`src/rtl/mem_arbiter.sv`:
```
// Two-requester (fetch / load-store) arbiter in front of a single word-wide memory port.
// Define MEM_ARB_RR_EN for round-robin on contention; default build gives load/store fixed priority.
module mem_arbiter #(
  parameter int ADDR_W = 10,
  parameter int DATA_W = 32
) (
  input  logic              clk,
  input  logic              rst,
  input  logic              i_req,
  input  logic [ADDR_W-1:0] i_addr,
  output logic              i_gnt,
  output logic              i_rvalid,
  output logic [DATA_W-1:0] i_rdata,
  input  logic              d_req,
  input  logic              d_we,
  input  logic [ADDR_W-1:0] d_addr,
  input  logic [DATA_W-1:0] d_wdata,
  output logic              d_gnt,
  output logic              d_rvalid,
  output logic [DATA_W-1:0] d_rdata,
  output logic [ADDR_W-1:0] m_raddr,
  output logic [ADDR_W-1:0] m_waddr,
  output logic [DATA_W-1:0] m_wd,
  output logic              m_we,
  input  logic [DATA_W-1:0] m_rd
);

`ifdef MEM_ARB_RR_EN
  localparam bit RR_EN = 1'b1;
`else
  localparam bit RR_EN = 1'b0;
`endif

  // last_reg: 0 = fetch granted most recently, 1 = load/store granted most recently
  logic last_reg;
  logic last_next;
  logic i_rvalid_reg;
  logic d_rvalid_reg;
  logic [DATA_W-1:0] i_rdata_reg;
  logic [DATA_W-1:0] d_rdata_reg;

  always_ff @(posedge clk) begin
    if (rst) begin
      last_reg     <= 1'b1;
      i_rvalid_reg <= 1'b0;
      d_rvalid_reg <= 1'b0;
      i_rdata_reg  <= '0;
      d_rdata_reg  <= '0;
    end else begin
      last_reg     <= last_next;
      i_rvalid_reg <= i_gnt;
      d_rvalid_reg <= d_gnt & ~d_we;
      if (i_gnt) begin
        i_rdata_reg <= m_rd;
      end
      if (d_gnt && !d_we) begin
        d_rdata_reg <= m_rd;
      end
    end
  end

  always_comb begin
    last_next = last_reg;
    if (i_gnt || d_gnt) begin
      last_next = d_gnt;
    end
  end

  // Grants and memory drive; on contention fetch wins only in round-robin mode after a load/store grant.
  always_comb begin
    i_gnt   = 1'b0;
    d_gnt   = 1'b0;
    m_raddr = '0;
    m_waddr = '0;
    m_wd    = '0;
    m_we    = 1'b0;
    if (!rst) begin
      if (i_req && d_req) begin
        i_gnt = RR_EN & last_reg;
        d_gnt = ~(RR_EN & last_reg);
      end else begin
        i_gnt = i_req;
        d_gnt = d_req;
      end
    end
    if (i_gnt) begin
      m_raddr = i_addr;
    end else if (d_gnt) begin
      m_raddr = d_addr;
      m_waddr = d_addr;
      m_wd    = d_wdata;
      m_we    = d_we;
    end
  end

  assign i_rvalid = i_rvalid_reg;
  assign i_rdata  = i_rdata_reg;
  assign d_rvalid = d_rvalid_reg;
  assign d_rdata  = d_rdata_reg;

endmodule
```
`config.mk`:
```
export PLATFORM = sky130hd
export DESIGN_NAME = mem_arbiter
export DESIGN_NICKNAME = d
export VERILOG_FILES = /design/src/rtl/mem_arbiter.sv
export SDC_FILE = /design/constraint.sdc
export NUM_CORES = 1
export LEC_CHECK = 0
export BUFFER_PORTS_ARGS = -buffer_cell sky130_fd_sc_hd__buf_4
export CORE_MARGIN = 3
export CORE_UTILIZATION = 42
export DETAILED_ROUTE_END_ITERATION = 8
export MAX_ROUTING_LAYER = met4
export PLACE_DENSITY = 0.8
export SETUP_SLACK_MARGIN = 0.3
export SLEW_MARGIN = 20
export SYNTH_ARGS = -nofsm -noshare
export SYNTH_HDL_FRONTEND = slang
export SYNTH_SLANG_ARGS = --single-unit
```
`constraint.sdc`:
```
create_clock -name clk -period 1.15 [get_ports clk]
set_input_delay 0.1725 -clock clk [delete_from_list [all_inputs] [get_ports clk]]
set_output_delay 0.1725 -clock clk [all_outputs]
set_load 0.02 [all_outputs]
```
==> impl_metrics.ini, run 1 <==
[synth]
yosys-top-cells-area = dfxtp_1 42%, mux2i_1 20%, nand2b_1 19%
yosysSeqAreaShare_pct = 41.9
synth_area_um2 = 3150
syn-num-nets = 403
postSynthCellCount = 314
yosys.area.top_type = dfxtp_1
synth_cell_type_count = 13
yosys_warnings = 0
synth_area_per_cell_um2 = 10.0
synth_seq_cells = 66
synth_top_area_share_pct = 41.9

[floorplanning]
dieHeight_um = 92.6
row_count = 30
ios = 210
start_util_pct = 44.9
die_w_um = 92.6

[run_status]
stop_error = [ERROR DPL-0033] detailed placement checks failed during check placement.
status = did not finish
stop_stage = global routing (5_1_grt)

[cts]
clk_path_buf_depth = 2
holdBufCountCts = 0
root_buffer = clkbuf_8
cts_buffers = 9
htreeDepth = 3
clock_sinks = 66

[placement]
dpl_cell_area_um2 = 5000
dp_hpwl_um = 7900
place_ws_ps = -22.9
globalplace.congestion = 1.04
numPortBuffers = 209

[timing]
crit_endpoint = m_wd[5]
worst-ep-kind = output port

[grt]
grt_max_degree = 61
antenna_found_initial = 0
-- cell usage after synthesis --
cell type	n
nor2_2	1
and2_1	43
and2b_1	1
dfxtp_1	66
a32o_1	10
nand2b_1	98
mux2i_1	64
buf_2	6
buf_4	3
clkbuf_1	10
nor2_1	2
nor2b_1	3
buf_6	7
-- through the flow --
| step | hold slack (ps) | cells |
|---|---|---|
| after CTS | 1.97 | 647 |
| after detailed placement | 367 | 607 |
| after floorplan | 244 | 314 |
| after global placement | 361 | 607 |
-- cells by family after synthesis --
kind of cell    count (synthesis)  synth area share, %
compound gates                 10                 3.17
buf+inv                        26                 5.36
flops                          66                 41.9
mux                            64                 20.3
simple gates                  148                 29.2
-- repair_timing --
action	CTS
gates resized for setup	206
setup endpoints to repair	121
setup buffers	24
cloned	2
pin swaps	6
==> inputs of run 2 (changes only) <==
- CORE_UTILIZATION: 42 -> 40
- MAX_ROUTING_LAYER: met4 -> unset
- PLACE_DENSITY: 0.8 -> unset
- PLACE_DENSITY_LB_ADDON: unset -> 0.15
- SETUP_SLACK_MARGIN: 0.3 -> unset
==> impl_metrics.ini, run 2 <==
[power]
irDropWorstVdd_v = 0.000829
pwr-share-clk_pct = 37.3
pwr-share-seq_pct = 39.4
p_comb_share_pct = 23.3
swShare_pct = 25.9
switching_power_uw = 1620
power_leakage_uw = 0.00273
p_per_area_nw_per_um2 = 1150
power.internal_uw = 4640

[cells_and_area]
antenna_cells = 0
nNetsFinal = 620
drive_gt1_share_pct = 52.6
instances_no_fill = 635
final_common_cell = buf_4
layout_common_cells = 179 x buf_4, 98 x nand2b_1, 66 x dfxtp_1
synthToLayoutAreaGrowth_pct = 72.9

[critical_path]
startpoint = d_req
timing.rr.end = d_rdata[10]
path_class = input port to output pin
crit_path_max_fanout = 5
slowest_stage = a32o_2
reg2reg_slack_ps = 460
cp.arrival_ps = 1040
worstPathRequired_ps = 980
crit_path_cell_trace = buf_8 -> nor2b_4 -> buf_12 -> clkbuf_16 -> a32o_2 -> buf_6
reg2regPathDepth = 2
r2r-start = d_rdata[10]
start_kind = input port
worst_path_largest_cell_delay_ps = 220
endpoint = m_raddr[7]
cp-end-kind = output pin

[synth]
yosys_warnings = 0
synth_area_per_cell_um2 = 10.0
postSynthCellCount = 314
yosysMostFrequentCell = nand2b_1
yosys-top-cells-area = dfxtp_1 42%, mux2i_1 20%, nand2b_1 19%
syn-num-nets = 403
synth-edff-count = 0
synth_commonest_cells = 98 x nand2b_1, 66 x dfxtp_1, 64 x mux2i_1
synth-main-ff-cell = dfxtp_1
synth_area_um2 = 3150
synth_seq_cells = 66
yosys.area.top_type = dfxtp_1
synth_top_area_share_pct = 41.9
synth_cell_type_count = 13
async_reset_ff_share_pct = 0
yosysSeqAreaShare_pct = 41.9

[timing]
hold_ws_ps = 112
worstMarginPinSlew_ps = 272
finalHoldViolations = 0
finalSetupViolCount = 25
rsz0062_at_grt = true
clock_skew_ps = 0
relSlewSlack_pct = 81.9
period_share_pct = 105
clock.fmax_mhz = 828
slew_viol_final = 0
fin_ws_ps = -57.8
tns_ps = -729
period_minus_slack_ps = 1210

[placement]
place_ws_ps = -39.3
dp_cells = 609
numPortBuffers = 209
globalplace.congestion = 0.957
dp_hpwl_um = 7350

[grt]
grt-ovfl-total = 0
grt_use_total_pct = 21.1
grt_pass1_vias = 2848
grt_max_degree = 39
grt_first_pass_wirelength_um = 14500
antenna_found_initial = 0

[floorplanning]
core_um2 = 7450
row_count = 31
die-area_um2 = 8980
start_util_pct = 42.3
ios = 210
dieHeight_um = 94.8
die_w_um = 94.8

[cts]
cts_buffers = 9
cts_tree = done
root_buffer = clkbuf_8
clk_latency_ps = 340
path_clk_slew_ps = 70
clock_sinks = 66
htreeDepth = 3
clk_path_buf_depth = 2

[drt]
num_vias = 2959
drc = 0
viasPerCell = 4.66
drt_wl_total_um = 10300
ant_nets = 0
drt-initial-drc-count = 114
drt_pass1_iterations = 4
wl_per_cell_um = 16.2

[hold_path]
worstHoldPathType = input port to flop
min_from = m_rd[23]

[run_status]
status = finished with violations
violations = negative setup slack

[flow_run]
max-cap-violations = 0
[run 2: cells by family (layout without fill, tap and decap cells)]
| family | count (synthesis) | count (layout) | synth area share [%] |
|---|---|---|---|
| DFF | 66 | 66 | 41.9 |
| AOI/OAI and AO/OA | 10 | 10 | 3.17 |
| muxes | 64 | 64 | 20.3 |
| and+or+nand+nor | 148 | 148 | 29.2 |
| buffers and inverters | 26 | 248 | 5.36 |
[run 2: cell type report]
class,count,area [µm²]
Clock buffer,9,124
Fill cell,546,1990
Tap cell,99,124
Sequential cell,66,1320
Timing Repair Buffer,232,2030
Multi-Input combinational cell,222,1730
Clock inverter,7,118
[run 2: power groups by stage]
stage,combinational [µW],sequential [µW],clock (µW)
after detailed placement,1310,2520,0
after global routing,1540,2480,2490
after floorplan,531,2660,0
final,1460,2470,2340
after global placement,1290,2510,0
after CTS,1370,2470,2390
[run 2: per-layer routing]
layer / up-vias / wire length, µm / global-route usage [%]
met3: 15 / 749 / 7.73
met4: 0 / 154 / 5.65
met1: 1372 / 4230 / 25.1
li1: 1464 / - / -
met2: 108 / 5160 / 35.9
met5: - / 0 / 0
[run 2: metrics by stage]
| step | power (µW) | util, % | cell area (µm²) |
|---|---|---|---|
| global placement | 3810 | 65.2 | 4850 |
| global route | 6510 | 73.2 | 5450 |
| floorplan | 3190 | - | 3180 |
| CTS | 6230 | 70.4 | 5240 |
| finish | 6260 | 73.2 | 5450 |
| detailed placement | 3830 | 65.2 | 4850 |
[run 2: worst min-delay path by stage]
stage | end | cells past startpoint | slack (ps)
2_1_floorplan | d_rvalid | 1 | 240
3_3_place_gp | d_rvalid | 2 | 360
3_5_place_dp | d_rvalid | 2 | 360
4_1_cts | d_rdata[6] | 3 | 100
5_1_grt | d_rdata[11] | 3 | 110
6_report | i_rdata[23] | 3 | 110
[run 2: what timing repair did]
action                                 CTS  global route
pin swaps                                0             1
setup buffers                            0             4
resized for setup                       30            33
endpoints found under the hold margin    1             0
hold buffers                             1             0
cloned                                   1             5
setup endpoints to repair               38            53
[run 2: critical path: cells and delay by family]
kind | cells | cell delay, ps
buffers and inverters | 4 | 500
AND/OR/NAND/NOR | 1 | 130
AO/OA/AOI/OAI | 1 | 220
Note: power is estimated with default switching activity, not from simulation.
